$ cat config.mk
export PLATFORM = sky130hd
export DESIGN_NAME = ground_scroll_ctrl
export DESIGN_NICKNAME = d
export VERILOG_FILES = /design/src/rtl/ground_scroll_ctrl.sv
export SDC_FILE = /design/constraint.sdc
export NUM_CORES = 1
export LEC_CHECK = 0
export CAP_MARGIN = 5
export CORE_AREA = 5 5 68 100
export DETAILED_ROUTE_END_ITERATION = 8
export DIE_AREA = 0 0 73 105
export PLACE_DENSITY_LB_ADDON = 0.3
export REMOVE_ABC_BUFFERS = 1
export SYNTH_ARGS = -nofsm -noshare
export SYNTH_HDL_FRONTEND = slang
export SYNTH_SLANG_ARGS = --single-unit
$ cat constraint.sdc
create_clock -name clk -period 4.63 [get_ports clk]
set_input_delay 1.1575 -clock clk [delete_from_list [all_inputs] [get_ports clk]]
set_output_delay 1.1575 -clock clk [all_outputs]
set_load 0.02 [all_outputs]
$ cat src/rtl/ground_scroll_ctrl.sv
// ground_scroll_ctrl: run/crash game flow, scroll-step timebase, scroll offset and speed ramp for the ground renderer
// Ports: clk, rst (async, active-high), start_btn, collision in; game_status, crashed, ground_position[5:0],
// speed[3:0], step_pulse, distance[15:0] out. Optional GROUND_SCROLL_PAUSE_EN adds pause_btn input.
module ground_scroll_ctrl #(
  parameter int PERIOD      = 40,
  parameter int STEP_CYCLES = 16384,
  parameter int SPEED_INIT  = 4,
  parameter int SPEED_MAX   = 12,
  parameter int RAMP_STEPS  = 512,
  parameter int CRASH_HOLD  = 64
) (
  input  logic        clk,
  input  logic        rst,
  input  logic        start_btn,
  input  logic        collision,
`ifdef GROUND_SCROLL_PAUSE_EN
  input  logic        pause_btn,
`endif
  output logic        game_status,
  output logic        crashed,
  output logic [5:0]  ground_position,
  output logic [3:0]  speed,
  output logic        step_pulse,
  output logic [15:0] distance
);
  localparam int DW = STEP_CYCLES > 1 ? $clog2(STEP_CYCLES) : 1;
  localparam int RW = RAMP_STEPS > 1 ? $clog2(RAMP_STEPS) : 1;
  localparam int HW = $clog2(CRASH_HOLD + 1);
  localparam logic [DW-1:0] DIV_LAST  = DW'(STEP_CYCLES - 1);
  localparam logic [RW-1:0] RAMP_LAST = RW'(RAMP_STEPS - 1);
  localparam logic [HW-1:0] HOLD_MAX  = HW'(CRASH_HOLD);
  localparam logic [3:0]    SPD_INIT  = 4'(SPEED_INIT);
  localparam logic [3:0]    SPD_MAX   = 4'(SPEED_MAX);
  typedef enum logic [1:0] {IDLE, RUN, CRASH} state_t;
  state_t        state;
  logic          start_q;
  logic [DW-1:0] div;
  logic [RW-1:0] ramp;
  logic [HW-1:0] hold;
  logic          start_ev, tick, go, paused, paused_nx;
  logic [6:0]    sum;
  logic [5:0]    next_pos;
  assign start_ev = start_btn & ~start_q;
  assign tick     = div == DIV_LAST;
  assign go       = start_ev & (state == IDLE | (state == CRASH & hold == HOLD_MAX));
  // 7-bit sum so the wrap compare sees the carry; one subtract suffices since speed < PERIOD
  assign sum      = {1'b0, ground_position} + {3'b000, speed};
  assign next_pos = sum >= 7'(PERIOD) ? 6'(sum - 7'(PERIOD)) : sum[5:0];
`ifdef GROUND_SCROLL_PAUSE_EN
  logic pause_q;
  // a collision while running leaves RUN, which also drops the pause
  assign paused_nx = (state == RUN & ~(collision & ~paused)) ? paused ^ (pause_btn & ~pause_q) : 1'b0;
  always_ff @(posedge clk or posedge rst)
    if (rst) begin
      pause_q <= 1'b0;
      paused  <= 1'b0;
    end else begin
      pause_q <= pause_btn;
      paused  <= paused_nx;
    end
`else
  assign paused    = 1'b0;
  assign paused_nx = 1'b0;
`endif
  always_ff @(posedge clk or posedge rst)
    if (rst) begin
      state           <= IDLE;
      start_q         <= 1'b0;
      div             <= '0;
      ramp            <= '0;
      hold            <= '0;
      game_status     <= 1'b0;
      crashed         <= 1'b0;
      ground_position <= '0;
      speed           <= SPD_INIT;
      step_pulse      <= 1'b0;
      distance        <= '0;
    end else begin
      start_q    <= start_btn;
      step_pulse <= 1'b0;
      if (go) begin
        state           <= RUN;
        game_status     <= 1'b1;
        crashed         <= 1'b0;
        ground_position <= '0;
        distance        <= '0;
        speed           <= SPD_INIT;
        div             <= '0;
        ramp            <= '0;
      end else if (state == RUN) begin
        if (!paused) begin
          div <= tick ? '0 : div + 1'b1;
          if (collision) begin
            state       <= CRASH;
            game_status <= 1'b0;
            crashed     <= 1'b1;
            hold        <= '0;
          end else begin
            game_status <= ~paused_nx;
            if (tick) begin
              step_pulse      <= 1'b1;
              ground_position <= next_pos;
              distance        <= distance + {15'd0, distance != 16'hFFFF};
              ramp            <= ramp == RAMP_LAST ? '0 : ramp + 1'b1;
              if (ramp == RAMP_LAST && speed != SPD_MAX) speed <= speed + 1'b1;
            end
          end
        end else game_status <= ~paused_nx;
      end else if (state == CRASH) begin
        div <= tick ? '0 : div + 1'b1;
        if (tick && hold != HOLD_MAX) hold <= hold + 1'b1;
      end
    end
endmodule

==> metrics.md, run 1 <==
| Metric | Value |
|---|---|
| Yosys top cell area share | `44.0%` |
| Post-CTS Setup Inserts | `0` |
| Syn_area_per_cell | `9.27 sq um` |
| Largest net degree at the start of global routing | `33` |
| Register bit total from synthesis | `61` |
| Tcrit/Tclk final | `67.2%` |
| Final setup viols | `0` |
| CP startpoint kind | `primary input` |
| Final hold violation count | `0` |
| Initial Utilization | `58.9%` |
| Post-synth EDFFs | `0` |
| Share of layout cells above drive strength 1 | `9.54%` |
| WP data arrival | `3.31 ns` |
| Number of global-route vias before repair | `2984` |
| Highest Clock Rate | `321 MHz` |
| Full die area | `7670 sq um` |
| Placed cells | `466` |
| Row count | `34` |
| Critical Path Most Common Cell | `nor2_1` |
| Dpl ws | `1.19 ns` |
| ANT cells | `0` |
| Status | `complete, no violations` |
| Clk buf depth | `2` |
| Clk_lat worst skew | `0.34 ns` |
| Vias per inst | `6.07` |
| Die width | `73 um` |
| Area growth syn-to-layout | `17.6%` |
| Crit path cell chain | `clkdlybuf4s50_1, nor2_1, nand3_2, inv_1, nor2_1, buf_4, nand2_1, o311ai_0` |
| DRC Markers | `0` |
| Final core utilization | `69.3%` |
| Register area | `1530 sq um` |
| Crit. End Element | `register` |
| Final antenna-violating net count | `0` |
| Slew @ Worst Pin | `0.696 ns` |
| Setup TNS | `0 ns` |
| RePlAce Congestion | `0.897` |
| Antenna violations before repair | `0` |
| IO buf count | `32` |
| Peak supply drop | `0.198 mV` |
| Post-cts sizing count | `0` |
| Final WL | `7800 um` |
| Footprint of the multi-input gates | `1770 sq um` |
| Max-cap viol count | `0` |
| Num CTS Buffers | `9` |
| Leak | `1.75 nW` |
| Root Buffer Master | `clkbuf_8` |
| Maximum fanout along the worst path | `11` |
| Fillers | `448` |
| CTS Hold Bufs | `0` |
| Relative max-transition margin | `53.6%` |
| Slew Limit Fails | `0` |
| Core Area | `5790 sq um` |
| Worst Hold Margin | `0.506 ns` |
| CP bufs+invs | `3` |
| Setup ws final | `1.52 ns` |
| Final #Nets | `424` |
| PD cells | `390 nW/um^2` |
| Reg2reg setup slack | `1.72 ns` |
| Synth unique cells | `48` |
| Main synth FF type | `dfrtp_1` |
| Total track usage | `22.5%` |
| Syn Std Cell Area | `3410 sq um` |
| CTS Sinks | `61` |
| Slowest Stage Delay on Critical Path | `0.42 ns` |
| Post-synthesis sequential area ratio | `44.8%` |
| Die H | `105 um` |
| Final min period | `3.11 ns` |
| Synth area leaders | `dfrtp_1, o21ai_0, ha_1` |
| Req. time, crit path | `4.82 ns` |
| Count of routing violations after the opening detailed-route iteration | `256` |
| Critical path class | `in -> reg` |
| Clock skew | `0.0129 ns` |
| # H-tree levels | `3` |
| Vias | `2919` |
| I/O Pins | `33` |
| Global route overflow | `0` |
| Syn Inst Count | `368` |
| Clock transition at path regs | `0.07 ns` |
| TritonCTS clock tree | `built` |
| Hold crit path type | `reg -> reg` |
| CP top delay family | `buffers and inverters` |
| Layout Cells excl Fill | `481` |
| Post-synth top area cell | `dfrtp_1` |
| Ys async rst share | `100%` |
| First-pass GRT wire length | `13700 um` |
| Unrepaired setup endpoints after global routing | `no` |
| Yosys warning count | `0` |
| First-pass DRT Iterations | `5` |
| HPWL after DPL | `5640 um` |
| CP max-delay cell | `clkdlybuf4s50_1` |
| Avg WL per Cell | `16.2 um` |
==> registers in the layout (all words and copies together) (netlist names) <==
name,cells
state,1
ramp,9
crashed,1
step_pulse,1
hold,7
distance,16
start_q,1
ground_position,6
speed,4
game_status,1
div,14
==> layout by cell type, fill, tap and decap left out, types with 3 or more instances in the layout <==
master	synthesis	routed
a21o_1	3	3
a21oi_1	11	11
a22o_1	6	6
a31oi_1	3	3
and3_1	12	12
buf_4	0	3
clkbuf_8	0	10
clkdlybuf4s50_1	0	32
clkinv_2	0	3
dfrtp_1	60	60
ha_1	14	14
inv_1	17	16
mux2i_1	3	3
nand2_1	46	46
nand3_1	11	11
nand3_2	3	3
nand4_1	8	8
nor2_1	40	39
nor2_2	3	4
nor3_1	10	10
nor3b_1	4	4
nor4_1	4	4
nor4_2	3	3
o21ai_0	37	37
o31ai_1	3	3
or3_1	6	6
xnor2_1	17	17
xor2_1	9	9
==> per-stage QoR <==
stage / power (mW) / instance area [sq um]
3_5_place_dp: 1.05 / 3800
4_1_cts: 1.57 / 4010
3_3_place_gp: 1.04 / 3800
5_1_grt: 1.65 / 4010
2_1_floorplan: 0.915 / 3360
6_report: 1.56 / 4010
==> routing by layer <==
metal / global-route usage (%) / vias to the layer above / share of wire [%]
li1: - / 1382 / -
met1: 26.6 / 1452 / 40
met2: 38.0 / 70 / 54
met3: 3.94 / 15 / 3.5
met4: 11.7 / 0 / 2.1
met5: 0 / - / 0
==> worst paths after layout <==
kind / to / startpoint / cells past startpoint
min: ramp[4] / ramp[4] / 1
max: ground_position[4] / collision / 8
max in group asynchronous: speed[2] / rst / 3
min in group asynchronous: div[13] / rst / 2
max reg2reg: ground_position[4] / speed[0] / 10
min reg2reg: ramp[4] / ramp[4] / 1
==> cell usage after synthesis, types with 5 or more instances <==
library cell,count
nand2_1,46
a22o_1,6
nor3_1,10
a21oi_1,11
or3_1,6
nor2_1,40
o21ai_0,37
xnor2_1,17
ha_1,14
buf_2,5
xor2_1,9
dfrtp_1,60
nand3_1,11
and3_1,12
inv_1,17
nand4_1,8
==> area by class of cell <==
class,instances,area share [%]
Clock inverter,5,1.87
Clock buffer,10,3.43
Inverter,17,1.59
Sequential cell,61,38.1
Multi-Input combinational cell,281,44.2
Tap cell,72,2.25
Timing Repair Buffer,35,8.55
==> cell families (layout without fill, tap and decap cells) <==
| group | count (synthesis) | after routing | synth area share, % |
|---|---|---|---|
| AND/OR/NAND/NOR | 163 | 163 | 25.2 |
| AO/OA/AOI/OAI | 74 | 74 | 13.4 |
| flip-flops | 61 | 61 | 44.8 |
| XOR/XNOR | 26 | 26 | 6.68 |
| buffers and inverters | 26 | 67 | 3.27 |
| adder cells (fa/ha/maj) | 15 | 15 | 5.72 |
| multiplexers | 3 | 3 | 0.881 |
==> power by group <==
group	switching (mW)	total, mW	internal, mW
Combinational	0.245	0.380	0.136
Sequential	0.0756	0.665	0.590
Clock	0.207	0.519	0.312
Total	0.527	1.56	1.04
Note: power is estimated with default switching activity, not from simulation.
==> run 2, diff against run 1 <==
--- a/config.mk
+++ b/config.mk
@@ -6,9 +6,9 @@
 export NUM_CORES = 1
 export LEC_CHECK = 0
 export CAP_MARGIN = 5
-export CORE_AREA = 5 5 68 100
+export CORE_AREA = 5 5 70 103
 export DETAILED_ROUTE_END_ITERATION = 8
-export DIE_AREA = 0 0 73 105
+export DIE_AREA = 0 0 75 108
 export PLACE_DENSITY_LB_ADDON = 0.3
 export REMOVE_ABC_BUFFERS = 1
 export SYNTH_ARGS = -nofsm -noshare
==> constraint.sdc (replaced) <==
create_clock -name clk -period 2.95 [get_ports clk]
set_input_delay 0.7375 -clock clk [delete_from_list [all_inputs] [get_ports clk]]
set_output_delay 0.7375 -clock clk [all_outputs]
set_load 0.02 [all_outputs]
==> run 2 against run 1 <==
Combinational power increased by 53%. Sequential cell count unchanged. Via count decreased by 3.7%. Highest routed layer unchanged. Register-to-register slack got worse by 1.5 ns. Wire length decreased by 4.4%. Cell count increased by 1.7%. Final area increased by 0.84%. Largest cell class unchanged. Sequential power increased by 56%. Critical path type is now reg -> reg.
==> metrics.md, run 2 (same netlist as run 1, synthesis figures left out) <==
| Metric | Value |
|---|---|
| Status | `complete, no violations (unchanged)` |
| Final WL | `7460 um (was 7800 um)` |
| First-pass GRT wire length | `12900 um (was 13700 um)` |
| Final #Nets | `430 (was 424)` |
| Critical Path Sink | `ground_position[3] (was ground_position[4])` |
| Root Buffer Master | `clkbuf_8 (unchanged)` |
| Layout Cells excl Fill | `489 (was 481)` |
| Crit path cell chain | `ha_1, fa_1, a21oi_1, o21ai_0, nand2_1, ha_1, nor2_1, mux2i_1, nor4b_2, xnor2_1, o21ai_0 (was clkdlybuf4s50_1, nor2_1, nand3_2, inv_1, nor2_1, buf_4, nand2_1, o311ai_0)` |
| Setup TNS | `0 ns (unchanged)` |
| Most common cell after layout, fill and taps aside | `dfrtp_1 (unchanged)` |
| Antenna violations before repair | `0 (unchanged)` |
| Total track usage | `20.7% (was 22.5%)` |
| Vias | `2812 (was 2919)` |
| Final antenna-violating net count | `0 (unchanged)` |
| # H-tree levels | `3 (unchanged)` |
| CTS Hold Bufs | `0 (unchanged)` |
| Worst reg2reg path depth | `11 (was 10)` |
| Global route overflow | `0 (unchanged)` |
| Clk_lat worst skew | `0.35 ns (was 0.34 ns)` |
| DRC Markers | `0 (unchanged)` |
| Full die area | `8100 sq um (was 7670 sq um)` |
| Maximum fanout along the worst path | `5 (was 11)` |
| Vias per inst | `5.75 (was 6.07)` |
| Largest register FFs | `16 (unchanged)` |
| Count of routing violations after the opening detailed-route iteration | `227 (was 256)` |
| Die width | `75 um (was 73 um)` |
| WP data arrival | `2.93 ns (was 3.31 ns)` |
| Design area | `4040 sq um (was 4010 sq um)` |
| Hold crit path type | `reg -> reg (unchanged)` |
| TritonCTS clock tree | `built (unchanged)` |
| Final core utilization | `65.5% (was 69.3%)` |
| Number of global-route vias before repair | `2822 (was 2984)` |
| Dpl ws | `0.294 ns (was 1.19 ns)` |
| Num CTS Buffers | `9 (unchanged)` |
| Area growth syn-to-layout | `18.6% (was 17.6%)` |
| FF-to-FF End | `ground_position[3] (was ground_position[4])` |
| Largest net degree at the start of global routing | `36 (was 33)` |
| First-pass DRT Iterations | `4 (was 5)` |
| Final setup viols | `0 (unchanged)` |
| PD cells | `591 nW/um^2 (was 390 nW/um^2)` |
| Crit. End Element | `register (unchanged)` |
| Unrepaired setup endpoints after global routing | `no (unchanged)` |
| Max-cap viol count | `0 (unchanged)` |
| Leak | `1.77 nW (was 1.75 nW)` |
| Highest Clock Rate | `369 MHz` |
| Final hold violation count | `0 (unchanged)` |
| Placed cells | `474 (was 466)` |
| HPWL after DPL | `5210 um (was 5640 um)` |
| Relative max-transition margin | `29.4% (was 53.6%)` |
| Peak supply drop | `0.378 mV (was 0.198 mV)` |
| Initial Utilization | `55.2% (was 58.9%)` |
| Row count | `35 (was 34)` |
| Top reg by flops | `distance (unchanged)` |
| Clock skew | `0.0106 ns (was 0.0129 ns)` |
| Avg WL per Cell | `15.2 um (was 16.2 um)` |
| Reg2reg start | `speed[0] (unchanged)` |
| I/O Pins | `33 (unchanged)` |
| Slowest Stage Delay on Critical Path | `0.44 ns (was 0.42 ns)` |
| RePlAce Congestion | `0.849 (was 0.897)` |
| CP startpoint kind | `register (was primary input)` |
| Worst Hold Margin | `0.505 ns (was 0.506 ns)` |
| IO buf count | `32 (unchanged)` |
| Placed instance area | `3840 sq um (was 3800 sq um)` |
| Share of layout cells above drive strength 1 | `10.8% (was 9.54%)` |
| Commonest non-fill, non-tap cells in the layout | `dfrtp_1, nand2_1, nor2_1 (unchanged)` |
| Req. time, crit path | `3.17 ns (was 4.82 ns)` |
| CP max-delay cell | `dfrtp_1 (was clkdlybuf4s50_1)` |
| Slew @ Worst Pin | `1.05 ns (was 0.696 ns)` |
| Clock transition at path regs | `0.07 ns (about the same)` |
| Slew Limit Fails | `0 (unchanged)` |
| Setup ws final | `0.241 ns (was 1.52 ns)` |
| Reg2reg setup slack | `0.24 ns (was 1.72 ns)` |
| Core Area | `6170 sq um (was 5790 sq um)` |
| Post-CTS Setup Inserts | `0 (unchanged)` |
| Final min period | `2.71 ns` |
| Tcrit/Tclk final | `91.8%` |
| Post-cts sizing count | `0 (unchanged)` |
| ANT cells | `0 (unchanged)` |
| Clk buf depth | `2 (unchanged)` |
| Critical path class | `reg -> reg (was in -> reg)` |
| Total Power | `2.39 mW (was 1.56 mW)` |
| Biggest regs | `distance x16, div x14, ramp x9 (unchanged)` |
| Die H | `108 um (was 105 um)` |
| CP startpoint | `speed[0] (was collision)` |
| CTS Sinks | `61 (unchanged)` |
==> run 2: cell count changes in the layout (fill, tap and decap cells not counted), sizes merged <==
| cell | before | now |
|---|---|---|
| clkinv | 3 | 2 |
| clkinvlp | 0 | 1 |
| clkbuf | 10 | 11 |
| bufinv | 2 | 1 |
| buf | 3 | 9 |
==> run 2: worst min-delay path by stage <==
stage,cells past startpoint,start,to,slack (ns)
floorplan,1,ramp[4],ramp[4],0.46
global placement,1,ramp[4],ramp[4],0.48
detailed placement,1,ramp[2],ramp[2],0.50
CTS,1,ramp[2],ramp[2],0.51
global route,1,ramp[3],ramp[3],0.53
finish,1,ramp[2],ramp[2],0.51
==> run 2: power breakdown <==
group	internal, mW	switching [mW]
clock	0.429	0.336
sequential	0.925	0.117
combinational	0.217	0.366
==> run 2: routing by layer <==
layer  GRT usage (%)  part of all wire, %
met3            5.77                  3.9
met5               0                    0
met4            7.00                  1.0
met2            33.5                   51
met1            26.3                   45
==> run 2: critical path: cells and delay by family, from the launching register on <==
kind | cells | cell delay, ns
mux | 1 | 0.18
simple gates | 3 | 0.49
flops | 1 | 0.44
xor+xnor | 1 | 0.18
fa+ha+maj | 3 | 0.90
compound gates | 3 | 0.40
==> run 2: final cells by class <==
| type | count | area (sq um) |
|---|---|---|
| clock buffer | 11 | 151 |
| clock inverter | 4 | 47.5 |
| timing repair buffer | 41 | 388 |
| tap | 74 | 92.6 |
| fill | 506 | 2130 |
| inverter | 17 | 63.8 |
| multi-input combinational | 281 | 1770 |
| sequential | 61 | 1530 |
